File: src/rtl/led_blink_pkg.sv
// led_blink_pkg: shared types and widths for the multi-channel LED blinker.
package led_blink_pkg;

  localparam int unsigned MODE_W  = 2;
  localparam int unsigned BURST_W = 8;

  typedef enum logic [MODE_W-1:0] {
    MODE_IDLE   = 2'd0,
    MODE_STEADY = 2'd1,
    MODE_BLINK  = 2'd2,
    MODE_BURST  = 2'd3
  } mode_t;

endpackage

File: src/rtl/led_blink_chan.sv
// led_blink_chan: one LED channel (mode, half-period counter, optional burst counter).
// Optional feature macro: LED_BLINK_BURST_EN (burst counting and burst_done pulse).
module led_blink_chan
  import led_blink_pkg::*;
#(
  parameter int unsigned PERIOD_W = 16,
  parameter mode_t       RST_MODE = MODE_IDLE,
  parameter int unsigned RST_HALF = 1
) (
  input  logic                clk,
  input  logic                rst,
  input  logic                tick,
  input  logic                wr_en,
  input  mode_t               mode,
  input  logic [PERIOD_W-1:0] half,
  input  logic [BURST_W-1:0]  burst,
  output logic                on,
  output logic                burst_done
);

  mode_t               mode_q, mode_nxt;
  logic [PERIOD_W-1:0] half_q, half_nxt;
  logic [PERIOD_W-1:0] count_q, count_nxt;
  logic                on_nxt;
  logic                at_wrap;

`ifdef LED_BLINK_BURST_EN
  logic [BURST_W-1:0]  left_q, left_nxt;
  logic                done_nxt;
`else
  logic                unused_burst;
  assign unused_burst = ^burst;
  assign burst_done   = 1'b0;
`endif

  // Half-period boundary: half is never stored as zero, so half-1 cannot underflow.
  assign at_wrap = (count_q == (half_q - PERIOD_W'(1)));

  // Channel state registers.
  always_ff @(posedge clk or posedge rst) begin
    if (rst) begin
      mode_q     <= RST_MODE;
      half_q     <= PERIOD_W'(RST_HALF);
      count_q    <= '0;
      on         <= 1'b0;
`ifdef LED_BLINK_BURST_EN
      left_q     <= '0;
      burst_done <= 1'b0;
`endif
    end else begin
      mode_q     <= mode_nxt;
      half_q     <= half_nxt;
      count_q    <= count_nxt;
      on         <= on_nxt;
`ifdef LED_BLINK_BURST_EN
      left_q     <= left_nxt;
      burst_done <= done_nxt;
`endif
    end
  end

  // Next-state: a write reloads the channel; otherwise blink modes advance on tick.
  always_comb begin
    mode_nxt  = mode_q;
    half_nxt  = half_q;
    count_nxt = count_q;
    on_nxt    = on;
`ifdef LED_BLINK_BURST_EN
    left_nxt  = left_q;
    done_nxt  = 1'b0;
`endif
    if (wr_en) begin
`ifdef LED_BLINK_BURST_EN
      mode_nxt = mode;
      left_nxt = (burst == '0) ? BURST_W'(1) : burst;
`else
      mode_nxt = (mode == MODE_BURST) ? MODE_BLINK : mode;
`endif
      half_nxt  = (half == '0) ? PERIOD_W'(1) : half;
      count_nxt = '0;
      on_nxt    = (mode != MODE_IDLE);
    end else if (tick && ((mode_q == MODE_BLINK) || (mode_q == MODE_BURST))) begin
      if (at_wrap) begin
        count_nxt = '0;
        on_nxt    = !on;
`ifdef LED_BLINK_BURST_EN
        // Each on->off edge consumes one burst pulse; the last one parks the channel.
        if ((mode_q == MODE_BURST) && on) begin
          if (left_q == BURST_W'(1)) begin
            left_nxt = '0;
            mode_nxt = MODE_IDLE;
            done_nxt = 1'b1;
          end else begin
            left_nxt = left_q - BURST_W'(1);
          end
        end
`endif
      end else begin
        count_nxt = count_q + PERIOD_W'(1);
      end
    end
  end

endmodule

File: src/rtl/led_blink_array.sv
// led_blink_array: shared tick prescaler, config write port and CHANNELS LED channels.
// Optional feature macro: LED_BLINK_BURST_EN (BURST mode and burst_done outputs).
module led_blink_array
  import led_blink_pkg::*;
#(
  parameter int unsigned CLK_HZ         = 27000000,
  parameter int unsigned TICK_HZ        = 1000,
  parameter int unsigned CHANNELS       = 4,
  parameter int unsigned PERIOD_W       = 16,
  parameter int unsigned DEFAULT_HALF   = 500,
  parameter bit          LED_ACTIVE_LOW = 1'b1,
  localparam int unsigned CH_W          = (CHANNELS > 1) ? $clog2(CHANNELS) : 1
) (
  input  logic                clk,
  input  logic                rst,
  input  logic                cfg_valid,
  output logic                cfg_ready,
  input  logic [CH_W-1:0]     cfg_ch,
  input  logic [1:0]          cfg_mode,
  input  logic [PERIOD_W-1:0] cfg_half,
  input  logic [BURST_W-1:0]  cfg_burst,
  output logic [CHANNELS-1:0] led,
  output logic [CHANNELS-1:0] burst_done
);

  localparam int unsigned DIV   = CLK_HZ / TICK_HZ;
  localparam int unsigned PRE_W = (DIV > 1) ? $clog2(DIV) : 1;

  logic [PRE_W-1:0]    pre_cnt;
  logic                tick;
  logic [CHANNELS-1:0] wr_en;
  logic [CHANNELS-1:0] on_vec;

  // Prescaler; tick and cfg_ready are registered so tick is high exactly when pre_cnt == DIV-1.
  always_ff @(posedge clk or posedge rst) begin
    if (rst) begin
      pre_cnt   <= '0;
      tick      <= 1'b0;
      cfg_ready <= 1'b1;
    end else begin
      pre_cnt   <= tick ? '0 : (pre_cnt + PRE_W'(1));
      tick      <= (pre_cnt == PRE_W'(DIV - 2));
      cfg_ready <= (pre_cnt != PRE_W'(DIV - 2));
    end
  end

  // One channel per LED; channel 0 comes out of reset blinking.
  for (genvar i = 0; i < CHANNELS; i++) begin : g_ch
    localparam mode_t       RM = (i == 0) ? MODE_BLINK : MODE_IDLE;
    localparam int unsigned RH = (i == 0) ? DEFAULT_HALF : 1;

    assign wr_en[i] = cfg_valid && cfg_ready && (cfg_ch == CH_W'(i));

    led_blink_chan #(
      .PERIOD_W (PERIOD_W),
      .RST_MODE (RM),
      .RST_HALF (RH)
    ) u_chan (
      .clk        (clk),
      .rst        (rst),
      .tick       (tick),
      .wr_en      (wr_en[i]),
      .mode       (mode_t'(cfg_mode)),
      .half       (cfg_half),
      .burst      (cfg_burst),
      .on         (on_vec[i]),
      .burst_done (burst_done[i])
    );
  end

  // Pin polarity.
  assign led = on_vec ^ {CHANNELS{LED_ACTIVE_LOW}};

endmodule

File: config.mk
export PLATFORM = sky130hd
export DESIGN_NAME = led_blink_array
export DESIGN_NICKNAME = d
export VERILOG_FILES = /design/src/rtl/led_blink_pkg.sv /design/src/rtl/led_blink_chan.sv /design/src/rtl/led_blink_array.sv
export SDC_FILE = /design/constraint.sdc
export NUM_CORES = 1
export LEC_CHECK = 0
export ABC_AREA = 1
export CORE_MARGIN = 2
export CORE_UTILIZATION = 60
export DETAILED_ROUTE_END_ITERATION = 6
export PLACE_DENSITY_LB_ADDON = 0.3
export RECOVER_POWER = 100
export SLEW_MARGIN = 20
export SYNTH_ARGS = -nofsm -noshare
export SYNTH_HDL_FRONTEND = slang
export SYNTH_HIERARCHICAL = 1
export SYNTH_SLANG_ARGS = --single-unit
File: constraint.sdc
create_clock -name clk -period 3.2 [get_ports clk]
set_input_delay 0.96 -clock clk [delete_from_list [all_inputs] [get_ports clk]]
set_output_delay 0.96 -clock clk [all_outputs]
set_load 0.01 [all_outputs]
-- Word level (Yosys, flattened, before mapping)
Cells that the tools add are included.
- $add $sub $neg: 9
- equal/unequal tests: 18
- mux-type cells: 27
- bitwise logic cells: 1
- reductions and logical operators: 32
- operators by type and width (cell ; count):
    $mux 16 ; 13
    $add 16x1->16 const B ; 4
    $eq 16x16->1 ; 4
    $sub 16x1->16 const B ; 4
    $eq 2x2->1 const B ; 11
    $reduce_bool 2->1 ; 9
    $logic_not 16->1 ; 1
    $add 15x1->15 const B ; 1
    $eq 15x15->1 const B ; 1
    $mux 15 ; 1
    $ne 15x15->1 const B ; 1
    $mux 1 ; 12
    $logic_and 1x1->1 ; 9
    $reduce_and 2->1 ; 4
    $logic_not 1->1 ; 4
    $logic_or 1x1->1 ; 4
    $not 4->4 ; 1
    $eq 2x1->1 const B ; 1
    $logic_not 2->1 ; 1
    $mux 2 ; 1
- flip-flop bits (word level): 157
- input port bits: 31
- output and inout port bits: 9
- logic and storage cells: 106

-- Logic depth before layout (Yosys ltp)
- word-level depth: 5
- gate-level depth with buffers: 16
- gate-level depth less buffers: 16

-- Modules after synthesis
Netlist, hierarchy kept.
- modules (own cells, without submodules) (module ; instances ; cells an instance ; area an instance (sq um) ; seq. area each (sq um)):
    led_blink_chan (g_ch[1].u_chan ...) ; 3 ; 311 ; 2307.2 ; 852.1
    led_blink_chan (g_ch[0].u_chan) ; 1 ; 311 ; 2314.7 ; 859.6
    led_blink_array ; 1 ; 137 ; 980.9 ; 426.7

-- Worst setup path after synthesis
No wires, ideal clock.
- path type: input port to flip-flop
- start point: input cfg_valid
- end point: register g_ch[0].u_chan.count_q[14]
- library setup time: 0.135 ns
- arrival: 2.232 ns
- required time: 3.065 ns
- path slack: 0.833 ns
- stages on the path: 10
- buffers on the path: 1
- cells stage by stage: nand2_1 -> nor3_1 -> buf_2 -> a21oi_2 -> nor3_2 -> nand3_1 -> nor2_1 -> nand2_1 -> xor2_1 -> a21boi_1
- word-level cells in the longest chain between the ends: 3
- elaborated cells between the ends (all ways): 4
- those cells by class: 1 x mux; 3 x reduce/logical
- RTL lines (element ; RTL line ; source):
    start: declaration ; led_blink_array.sv:16 ; input logic cfg_valid,
    $logic_and 1x1->1 * (2 in series) ; led_blink_array.sv:52 ; assign wr_en[i] = cfg_valid && cfg_ready && (cfg_ch == CH_W'(i));
    net wr_en[0] ; led_blink_array.sv:31 ; logic [CHANNELS-1:0] wr_en;
    $mux 16 / $reduce_bool 2->1 (equally long branches) ; - ;
    end signal: assignment ; led_blink_chan.sv:53 ; count_q <= count_nxt;
    end: declaration ; led_blink_chan.sv:23 ; logic [PERIOD_W-1:0] count_q, count_nxt;
The timed path passes the listed nets; every way through them passes the cells marked *.
A chain may end at the register's enable or synchronous reset.

-- Final worst setup path
- start point: input cfg_valid
- end point: register g_ch[1].u_chan.count_q[14]
- word-level cells in the longest chain between the ends: 3
- elaborated cells between the ends (all ways): 4
- those cells by class: 1 x mux; 3 x reduce/logical
- RTL lines (element ; RTL line):
    $logic_and 1x1->1 * (2 in series) ; led_blink_array.sv:52
    net wr_en[1] ; led_blink_array.sv:31
    $mux 16 / $reduce_bool 2->1 (equally long branches) ; -
    end signal: assignment ; led_blink_chan.sv:53
    end: declaration ; led_blink_chan.sv:23
Marked as above.

==> impl_metrics.ini <==
[route]
topRoutingLayerUsed = met4
drt_iter0_markers = 614
drc = 0
via_count = 9082
drt-total-wl_um = 24300
detail_route.wl_per_cell_um = 14.7
viasPerCell = 5.49
dr.pass1.iters = 5
met3_length_um = 1200
antenna_left = 0
m1WireLength_um = 10800
wl_met2_um = 11800

[power_and_ir_drop]
seqPwrFrac_pct = 41.1
p_leak_nw = 5.26
p_int_mw = 4.29
p_sw_share_pct = 34.5
p_per_area_mw_per_mm2 = 583
switchingPower_mw = 2.26
clkPwrFrac_pct = 33.3
p_total_mw = 6.54
ir_drop_v = 0.000412
pwr-share-comb_pct = 25.6

[global_route]
grt_pass1_vias = 8767
antenna_found_initial = 0
grt.overflow.total = 0
track_usage_pct = 28.0
grt_pass1_wl_um = 40800
grt_max_degree = 35

[sta]
fin_crit_sh_pct = 90.5
fin_skew_ns = 0.00740
setup_viol = 0
relSlewSlack_pct = 41.2
max_freq_mhz = 345
period_needed_ns = 2.90
grt_setup_unrepaired = false
drv_slew = 0
setup_tns_ns = 0
hold_viol_final = 0
fin_hold_ws_ns = 0.468
tightest_slew_ns = 0.882

[synthesis]
yosys.cell_count.top_type = nand2_1
synth_seq_cells = 153
synthArstFlopShare_pct = 100
synth_fp_nets = 1422
yosysSeqAreaShare_pct = 37.6
yosysTopAreaCell = dfrtp_1
yosysTopAreaCellShare_pct = 34.8
syn_avg_cell_area_um2 = 7.40
synth_edf_count = 0
synthesis.area_mm2 = 0.0102
synthTopCellsByCount = nand2_1 (389), inv_1 (159), dfrtp_1 (142)
synth-main-ff-cell = dfrtp_1
netlist_top_cells_area = dfrtp_1 (35%), nand2_1 (14%), xor2_1 (6.2%)
yosysUniqueCellTypes = 35
synth_cells = 1381
yosysWarnings = 6

[floorplan]
core_area_mm2 = 0.0166
start_util_pct = 61.4
die_w_um = 134
die_h_um = 134
rows = 47
die-area_mm2 = 0.0181
ios = 40

[cts]
cts_tree = built
clkTransAtPathRegs_ns = 0.06
cts_made_buffers = 17
htree_levels = 4
numClockSinks = 153
cts_root_buffer = clkbuf_16
clock_path_buffers = 2
hold_buffers = 0
clkLatencyLatePin_ns = 0.43
cts_resized = 0
postCtsSetupRepairBufs = 0

[finish]
antenna_cells = 0
layout.nets = 1461
nFillCells = 1403
multi_input_area_mm2 = 0.00537
regArea_mm2 = 0.00384
drive_gt1_share_pct = 11.7
stdcell_count = 1653
syn_to_final_growth_pct = 9.83
final_util_pct = 67.4

[place]
place_inst = 1621
dp.final_hpwl_um = 17200
gp_congestion = 0.890
numPortBuffers = 27

[setup_path]
critPathMaxFanout = 9
rrSetupSlack_ns = 0.88
r2r_end = g_ch[3].u_chan/count_q[14]
startpoint_type = primary input
r2r_start = cfg_ready
crit_required_ns = 3.55
reg2reg_depth = 10
critical_path_class = primary input to flop
arrival_ns = 3.25
endpoint_kind = flop

[worst_hold_path]
holdCritStartpoint = g_ch[0].u_chan/mode_q[1]
min_delay_worst_endpoint = g_ch[0].u_chan/mode_q[1]
min_path_type = flop to flop
min_path_cells = 2

[run_status]
status = finished, final reports clean

[job]
cap_viol_max_count = 0
## how the worst max path moves through the flow
stage / start / endpoint / depth (start not counted)
final: cfg_valid / g_ch[1].u_chan/count_q[14] / 7
after global routing: cfg_valid / g_ch[3].u_chan/count_q[14] / 11
after CTS: cfg_ch[1] / g_ch[2].u_chan/count_q[14] / 10
after detailed placement: cfg_ch[1] / g_ch[2].u_chan/count_q[14] / 10
after global placement: cfg_ch[1] / g_ch[2].u_chan/count_q[14] / 10
after floorplan: cfg_valid / g_ch[0].u_chan/count_q[14] / 10
## layout by cell type (no fill, tap or decap), types with 5 or more instances in the layout
cell type and instances:
nand4_1 41, dfstp_2 11, o21ai_0 83, a21oi_1 42, inv_1 160, xor2_1 72, inv_2 17, nor2_1 107
dfrtp_1 142, nor3_2 5, clkdlybuf4s50_1 20, nor3_1 8, dlygate4sd3_1 7, o22ai_1 5, clkbuf_16 17, nand2_2 18
buf_4 14, xnor2_1 24, nand2_1 389, ha_1 10, a21oi_2 17, nand3_1 85, nor2_2 31, nor2_4 9
clkbuf_1 10, nor4_1 16, nand3b_1 20
## area by class of cell
type / instances / share of cell area (%)
Tap cell: 220 / 2.45
Clock inverter: 11 / 1.51
Sequential cell: 153 / 34.2
Inverter: 181 / 6.05
Multi-Input combinational cell: 1014 / 47.9
Clock buffer: 21 / 4.10
Timing Repair Buffer: 53 / 3.79
## critical path, cell delays in order
cell	delay, ns
dlygate4sd3_1	0.54
nand2_1	0.15
nor3_2	0.07
a21oi_1	0.61
inv_1	0.35
clkbuf_1	0.32
a21boi_1	0.23
## cells by family (layout without fill, tap and decap cells)
group	after synthesis	after routing	synth area share, %
xor+xnor	96	96	8.23
flops	153	153	37.6
fa+ha+maj	10	10	1.22
compound gates	162	162	10.1
other cells	4	4	0.147
buf+inv	214	266	8.73
simple gates	742	742	33.9
## power groups by stage
stage / Sequential, mW / Combinational, mW / Clock (mW)
4_1_cts: 2.68 / 1.71 / 2.21
3_5_place_dp: 2.71 / 1.68 / 0
3_3_place_gp: 2.70 / 1.62 / 0
6_report: 2.69 / 1.67 / 2.18
5_1_grt: 2.74 / 1.91 / 2.27
2_1_floorplan: 2.60 / 1.35 / 0
## sequential cells by signal (all words and copies together) (netlist names)
signal               cells
cfg_ready                1
g_ch.u_chan/count_q     64
g_ch.u_chan/half_q      64
g_ch.u_chan/mode_q       4
g_ch.u_chan/on           4
pre_cnt                 15
tick                     1
## stage by stage
| step | setup WS, ns | instance area [um^2] |
|---|---|---|
| after floorplan | 0.833 | 10200 |
| after global placement | 0.0943 | 10800 |
| after detailed placement | 0.0402 | 10800 |
| after CTS | 0.489 | 11400 |
| after global routing | 0.149 | 11200 |
| final | 0.304 | 11200 |
## routing by layer
metal | vias up | global-route usage, %
li1 | 4486 | -
met1 | 4315 | 36.8
met2 | 239 | 47.9
met3 | 42 | 3.75
met4 | 0 | 9.94
met5 | - | 0
Note: power is estimated with default switching activity, not from simulation.
